### src/rtl/lock_key_run_ctrl_if.sv
// Key-stream, run-request and ap_ctrl_hs core signals of lock_key_run_ctrl.
// slave = the controller, master = whatever drives key words, run and the core responses.
interface lock_key_run_ctrl_if #(
    parameter int KEY_WIDTH = 80,
    parameter int WORD_W    = 16
);
    logic [WORD_W-1:0]    key_word;
    logic                 key_valid;
    logic                 key_ready;
    logic                 run;
    logic [KEY_WIDTH-1:0] locking_key;
    logic                 key_loaded;
    logic                 core_ap_start;
    logic                 core_ap_done;
    logic                 core_ap_ready;
    logic [31:0]          core_ap_return;
    logic [31:0]          result;
    logic                 result_valid;
    logic [31:0]          cycle_count;
    logic                 timeout;
    logic                 run_err;
    logic                 busy;

    modport slave (
        input  key_word, key_valid, run, core_ap_done, core_ap_ready, core_ap_return,
        output key_ready, locking_key, key_loaded, core_ap_start, result, result_valid,
               cycle_count, timeout, run_err, busy
    );

    modport master (
        output key_word, key_valid, run, core_ap_done, core_ap_ready, core_ap_return,
        input  key_ready, locking_key, key_loaded, core_ap_start, result, result_valid,
               cycle_count, timeout, run_err, busy
    );
endinterface

### src/rtl/lock_key_run_ctrl.sv
// Assembles the locking key from a word stream, then runs the locked core via ap_ctrl_hs with a watchdog.
// Key words take effect one edge after acceptance; key_ready drops while a run is in flight (ARM/RUN/DONE).
module lock_key_run_ctrl #(
    parameter int KEY_WIDTH = 80,
    parameter int WORD_W    = 16,
    parameter int TIMEOUT   = 4096
) (
    input  logic              ap_clk,
    input  logic              ap_rst,
    lock_key_run_ctrl_if.slave bus
);
    localparam int NWORDS = (KEY_WIDTH + WORD_W - 1) / WORD_W;
    localparam int IDX_W  = (NWORDS > 1) ? $clog2(NWORDS) : 1;
    localparam int PAD_W  = NWORDS * WORD_W;

    typedef enum logic [2:0] {S_IDLE, S_LOAD, S_ARM, S_RUN, S_DONE} state_t;

    state_t               state_q, state_d;
    logic [IDX_W-1:0]     idx_q, idx_d;
    logic [KEY_WIDTH-1:0] key_q, key_d;
    logic                 loaded_q, loaded_d;
    logic [31:0]          result_q, result_d;
    logic [31:0]          count_q, count_d;
    logic                 timeout_q, timeout_d;
    logic                 run_err_q, run_err_d;

    logic                 key_rdy;
    logic                 word_acc;
    logic [PAD_W-1:0]     key_pad;
    logic [KEY_WIDTH-1:0] key_merged;
    logic [31:0]          count_inc;
    logic                 wd_hit;

    assign key_rdy   = (state_q == S_IDLE) || (state_q == S_LOAD);
    assign word_acc  = bus.key_valid && key_rdy;
    assign count_inc = count_q + 32'd1;
    assign wd_hit    = (count_inc == 32'(TIMEOUT));

    // The padded copy lets the last word overhang KEY_WIDTH; the overhang is simply dropped.
    always_comb begin
        key_pad = '0;
        key_pad[KEY_WIDTH-1:0] = key_q;
        key_pad[int'(idx_q) * WORD_W +: WORD_W] = bus.key_word;
        key_merged = key_pad[KEY_WIDTH-1:0];
    end

    always_comb begin
        state_d   = state_q;
        idx_d     = idx_q;
        key_d     = key_q;
        loaded_d  = loaded_q;
        result_d  = result_q;
        count_d   = count_q;
        timeout_d = timeout_q;
        run_err_d = run_err_q;
        case (state_q)
            S_IDLE: begin
                if (word_acc) begin
                    key_d = key_merged;
                    if (bus.run) run_err_d = 1'b1;
                    if (NWORDS == 1) begin
                        loaded_d = 1'b1;
                    end else begin
                        loaded_d = 1'b0;
                        idx_d    = IDX_W'(1);
                        state_d  = S_LOAD;
                    end
                end else if (bus.run) begin
                    if (loaded_q) begin
                        count_d   = '0;
                        timeout_d = 1'b0;
                        run_err_d = 1'b0;
                        state_d   = S_ARM;
                    end else begin
                        run_err_d = 1'b1;
                    end
                end
            end
            S_LOAD: begin
                if (bus.run) run_err_d = 1'b1;
                if (word_acc) begin
                    key_d = key_merged;
                    if (idx_q == IDX_W'(NWORDS - 1)) begin
                        loaded_d = 1'b1;
                        idx_d    = '0;
                        state_d  = S_IDLE;
                    end else begin
                        idx_d = idx_q + IDX_W'(1);
                    end
                end
            end
            S_ARM: begin
                count_d = count_inc;
                // Done beats the watchdog; the watchdog beats a ready-only handoff to RUN.
                if (bus.core_ap_ready && bus.core_ap_done) begin
                    result_d = bus.core_ap_return;
                    state_d  = S_DONE;
                end else if (wd_hit) begin
                    timeout_d = 1'b1;
                    result_d  = '0;
                    state_d   = S_DONE;
                end else if (bus.core_ap_ready) begin
                    state_d = S_RUN;
                end
            end
            S_RUN: begin
                count_d = count_inc;
                if (bus.core_ap_done) begin
                    result_d = bus.core_ap_return;
                    state_d  = S_DONE;
                end else if (wd_hit) begin
                    timeout_d = 1'b1;
                    result_d  = '0;
                    state_d   = S_DONE;
                end
            end
            S_DONE:  state_d = S_IDLE;
            default: state_d = S_IDLE;
        endcase
    end

    always_ff @(posedge ap_clk or posedge ap_rst) begin
        if (ap_rst) begin
            state_q   <= S_IDLE;
            idx_q     <= '0;
            key_q     <= '0;
            loaded_q  <= 1'b0;
            result_q  <= '0;
            count_q   <= '0;
            timeout_q <= 1'b0;
            run_err_q <= 1'b0;
        end else begin
            state_q   <= state_d;
            idx_q     <= idx_d;
            key_q     <= key_d;
            loaded_q  <= loaded_d;
            result_q  <= result_d;
            count_q   <= count_d;
            timeout_q <= timeout_d;
            run_err_q <= run_err_d;
        end
    end

    assign bus.key_ready     = key_rdy;
    assign bus.locking_key   = key_q;
    assign bus.key_loaded    = loaded_q;
    assign bus.core_ap_start = (state_q == S_ARM);
    assign bus.result        = result_q;
    assign bus.result_valid  = (state_q == S_DONE);
    assign bus.cycle_count   = count_q;
    assign bus.timeout       = timeout_q;
    assign bus.run_err       = run_err_q;
    assign bus.busy          = (state_q == S_ARM) || (state_q == S_RUN) || (state_q == S_DONE);
endmodule

### src/flat_wrapper.sv
// flat-port wrapper written by rule: the top's interface ports become plain ports
module lock_key_run_ctrl_flat 
#(
    parameter int KEY_WIDTH = 80,
    parameter int WORD_W    = 16,
    parameter int TIMEOUT   = 4096
)
  (ap_clk, ap_rst, bus_key_word, bus_key_valid, bus_run, bus_core_ap_done, bus_core_ap_ready, bus_core_ap_return, bus_key_ready, bus_locking_key, bus_key_loaded, bus_core_ap_start, bus_result, bus_result_valid, bus_cycle_count, bus_timeout, bus_run_err, bus_busy);
  lock_key_run_ctrl_if #(.KEY_WIDTH(KEY_WIDTH), .WORD_W(WORD_W)) bus_i ();
  input  logic ap_clk;
  input  logic ap_rst;
  input wire logic [$bits(bus_i.key_word)-1:0] bus_key_word;
  input wire logic [$bits(bus_i.key_valid)-1:0] bus_key_valid;
  input wire logic [$bits(bus_i.run)-1:0] bus_run;
  input wire logic [$bits(bus_i.core_ap_done)-1:0] bus_core_ap_done;
  input wire logic [$bits(bus_i.core_ap_ready)-1:0] bus_core_ap_ready;
  input wire logic [$bits(bus_i.core_ap_return)-1:0] bus_core_ap_return;
  output wire logic [$bits(bus_i.key_ready)-1:0] bus_key_ready;
  output wire logic [$bits(bus_i.locking_key)-1:0] bus_locking_key;
  output wire logic [$bits(bus_i.key_loaded)-1:0] bus_key_loaded;
  output wire logic [$bits(bus_i.core_ap_start)-1:0] bus_core_ap_start;
  output wire logic [$bits(bus_i.result)-1:0] bus_result;
  output wire logic [$bits(bus_i.result_valid)-1:0] bus_result_valid;
  output wire logic [$bits(bus_i.cycle_count)-1:0] bus_cycle_count;
  output wire logic [$bits(bus_i.timeout)-1:0] bus_timeout;
  output wire logic [$bits(bus_i.run_err)-1:0] bus_run_err;
  output wire logic [$bits(bus_i.busy)-1:0] bus_busy;
  assign bus_i.key_word = bus_key_word;
  assign bus_i.key_valid = bus_key_valid;
  assign bus_i.run = bus_run;
  assign bus_i.core_ap_done = bus_core_ap_done;
  assign bus_i.core_ap_ready = bus_core_ap_ready;
  assign bus_i.core_ap_return = bus_core_ap_return;
  assign bus_key_ready = bus_i.key_ready;
  assign bus_locking_key = bus_i.locking_key;
  assign bus_key_loaded = bus_i.key_loaded;
  assign bus_core_ap_start = bus_i.core_ap_start;
  assign bus_result = bus_i.result;
  assign bus_result_valid = bus_i.result_valid;
  assign bus_cycle_count = bus_i.cycle_count;
  assign bus_timeout = bus_i.timeout;
  assign bus_run_err = bus_i.run_err;
  assign bus_busy = bus_i.busy;
  lock_key_run_ctrl #(.KEY_WIDTH(KEY_WIDTH), .WORD_W(WORD_W), .TIMEOUT(TIMEOUT)) u_core (.ap_clk(ap_clk), .ap_rst(ap_rst), .bus(bus_i));
endmodule
### config.mk
export PLATFORM = sky130hd
export DESIGN_NAME = lock_key_run_ctrl_flat
export DESIGN_NICKNAME = d
export VERILOG_FILES = /design/src/rtl/lock_key_run_ctrl_if.sv /design/src/rtl/lock_key_run_ctrl.sv /design/src/flat_wrapper.sv
export SDC_FILE = /design/constraint.sdc
export NUM_CORES = 1
export LEC_CHECK = 0
export CAP_MARGIN = 5
export CORE_MARGIN = 5
export CORE_UTILIZATION = 48
export CTS_BUF_LIST = sky130_fd_sc_hd__clkbuf_4 sky130_fd_sc_hd__clkbuf_8 sky130_fd_sc_hd__clkbuf_16
export DETAILED_ROUTE_END_ITERATION = 12
export PLACE_DENSITY = 0.84
export SETUP_SLACK_MARGIN = 0.1
export SYNTH_ARGS = -nofsm -noshare
export SYNTH_HDL_FRONTEND = slang
export SYNTH_SLANG_ARGS = --single-unit
### constraint.sdc
create_clock -name ap_clk -period 6.9 [get_ports ap_clk]
set_clock_uncertainty 0.15 [all_clocks]
set_input_delay 1.38 -clock ap_clk [delete_from_list [all_inputs] [get_ports ap_clk]]
set_output_delay 1.38 -clock ap_clk [all_outputs]
set_load 0.05 [all_outputs]
==> run summary <==
worst setup path class = in -> reg
kind of end point of the critical path = flip-flop
P per Cell Area = 517.6 nW/um^2
hold buffers post-CTS = 0
post-layout min period = 3.994 ns
fin area = 9967 sq um
unrepaired setup endpoints after global routing = no
DIE AREA = 17,660 sq um
Final Worst Setup Slack = 2.906 ns
Port Buffer Count = 204
Slew headroom = 31.00%
top_reg_cell synth = dfrtp_1
wire length per cell = 17.90 microns
Via Count = 6,212
largest net degree at the start of global routing = 107
Peak Freq = 250.4 MHz
post-CTS sizing = 0
Die Wd = 132.9 microns
area delta synth->final = 37.46%
FF+latch count, synth = 153
outcome = complete, no violations
Initial DRC Count = 351
hpwl dp = 13,760 microns
Hold Path Class = reg -> reg
Hold Fails Final Rpt = 0
CTS Sinks = 153
core area = 15,030 sq um
count of different cell masters after synthesis = 55
data arrival time of the critical path = 4.09 ns
Seq/Total Area, Yosys = 52.80%
Pre-antenna DRT Iters = 5
CTS tree = yes
largest cells by area after synthesis = dfrtp_1, mux2_2, nand2_1, o21ai_0, o21ai_2
most frequent cell after synthesis = dfrtp_1
Syn Std Cell Area = 7251 sq um
drt total wl = 19,670 microns
Total GRT Usage = 22.39%
Post-synth ARST share = 100.0%
Syn Area/Cell = 10.14 sq um
final core occ = 66.30%
share of cells above drive strength 1 = 15.81%
syn_nets = 774
fin nets = 958
post-route DRC violation count = 0
ANT nets after route = 0
DP Area = 9376 sq um
post-synth top area cell = dfrtp_1
Mapped Cells = 715
Worst Path Max Fanout = 32
diode count = 0
final setup vio count = 0
commonest cells in the netlist = dfrtp_1, nand2_1, o21ai_0
remaining global-route overflow = 0
FP Rows = 45
# Max-Cap Violations = 0
Max H-tree Level = 4
Post-CTS Setup Bufs = 0
IO Count = 205
fin crit share = 57.88%
maximum VDD drop = 0.0002358 V
clk buf depth = 2
number of synthesized flops with an enable pin = 0
Root Driver = clkbuf_16
setup_tns = 0 ns
P_leak = 0.004175 uW
Ys Warns = 0
Max Slew Vio Count = 0
Via density = 5.652
clk slew on worst S/H paths = 0.06 ns
Initial Utilization = 48.23%
vias in the first global route = 6,077
antenna violations before repair = 0
clk_lat worst skew = 0.42 ns
Req. time, crit path = 7.00 ns
dpl ws = 2.599 ns
Routability Congestion = 0.8563
post-synth top area share = 52.80%
die height = 132.9 microns
startpoint types = primary input
first-pass GRT wire length = 32,260 microns
TritonCTS Buffers = 17
Least-Margin Pin Slew = 1.032 ns
[layer usage]
| metal | GRT usage, % | vias to the layer above | part of all wire (%) |
|---|---|---|---|
| met3 | 4.905 | 28 | 7.0 |
| met5 | 0 | - | 0 |
| met1 | 29.42 | 3040 | 43 |
| met4 | 6.178 | 0 | 1.5 |
| met2 | 37.53 | 250 | 49 |
| li1 | - | 2894 | - |
[worst max-delay path, stage by stage]
cell	delay (ns)
clkdlybuf4s50_1	0.61
nand2_1	0.24
nor4b_1	0.58
nand3_1	0.86
nand2_1	0.29
o21ai_0	0.12
[report_power, final]
| group | internal [uW] | switching (uW) | leakage, uW |
|---|---|---|---|
| Combinational | 927 | 1840 | 0.00191 |
| Clock | 565 | 367 | 0.000287 |
| Sequential | 1240 | 226 | 0.00198 |
[cells in the final DEF (no fill, tap or decap), drive strengths merged, types with 17 or more instances in the layout]
cell             n
clkdlybuf4s50  204
nand4           18
dfrtp          153
nand3           19
o21ai          103
inv             17
nor2            31
clkbuf          22
nand2          138
mux2            63
[cells by family after synthesis]
family | Yosys count | synth area share (%)
buffers and inverters | 61 | 3.693
AND/OR/NAND/NOR | 261 | 17.19
multiplexers | 64 | 9.922
AO/OA/AOI/OAI | 159 | 14.08
adder cells (fa/ha/maj) | 5 | 0.8628
flip-flops | 153 | 52.80
XOR/XNOR | 12 | 1.450
[flip-flops by register name, indices dropped and copies added, names as in the netlist]
name / count
u_core.bus.result: 32
u_core.state_q: 3
u_core.bus.locking_key: 80
u_core.bus.timeout: 1
u_core.bus.run_err: 1
u_core.idx_q: 3
u_core.bus.key_loaded: 1
u_core.bus.cycle_count: 32
[through the flow]
step / std cells / power [uW] / hold WS [ns]
floorplan: 715 / 3296 / 0.3475
global placement: 1068 / 4177 / 0.3106
detailed placement: 1068 / 4244 / 0.3200
CTS: 1099 / 5190 / 0.3433
global route: 1099 / 5399 / 0.3672
finish: 1099 / 5159 / 0.3425
[final timing paths]
check | startpoint | slack (ns) | depth (start not counted) | endpoint
max in group asynchronous | ap_rst | 3.98 | 3 | u_core.bus.result[16]$_DFFE_PP0N_
max reg2reg | u_core.bus.cycle_count[1]$_DFFE_PP0P_ | 3.21 | 9 | u_core.bus.result[27]$_DFFE_PP0N_
min in group asynchronous | ap_rst | 1.41 | 2 | u_core.bus.locking_key[66]$_DFFE_PP0P_
min | u_core.bus.locking_key[30]$_DFFE_PP0P_ | 0.34 | 2 | u_core.bus.locking_key[30]$_DFFE_PP0P_
min reg2reg | u_core.bus.locking_key[30]$_DFFE_PP0P_ | 0.34 | 2 | u_core.bus.locking_key[30]$_DFFE_PP0P_
max | bus_key_valid | 2.91 | 6 | u_core.bus.locking_key[26]$_DFFE_PP0P_
[layout make-up]
class	instances	area, sq um
Clock inverter	9	115.1
Fill cell	1166	5066
Tap cell	188	235.2
Multi-Input combinational cell	501	3157
Timing Repair Buffer	211	2095
Sequential cell	153	3829
Clock buffer	22	475.5
Inverter	15	61.31
Power figures use the tool's default switching activity.
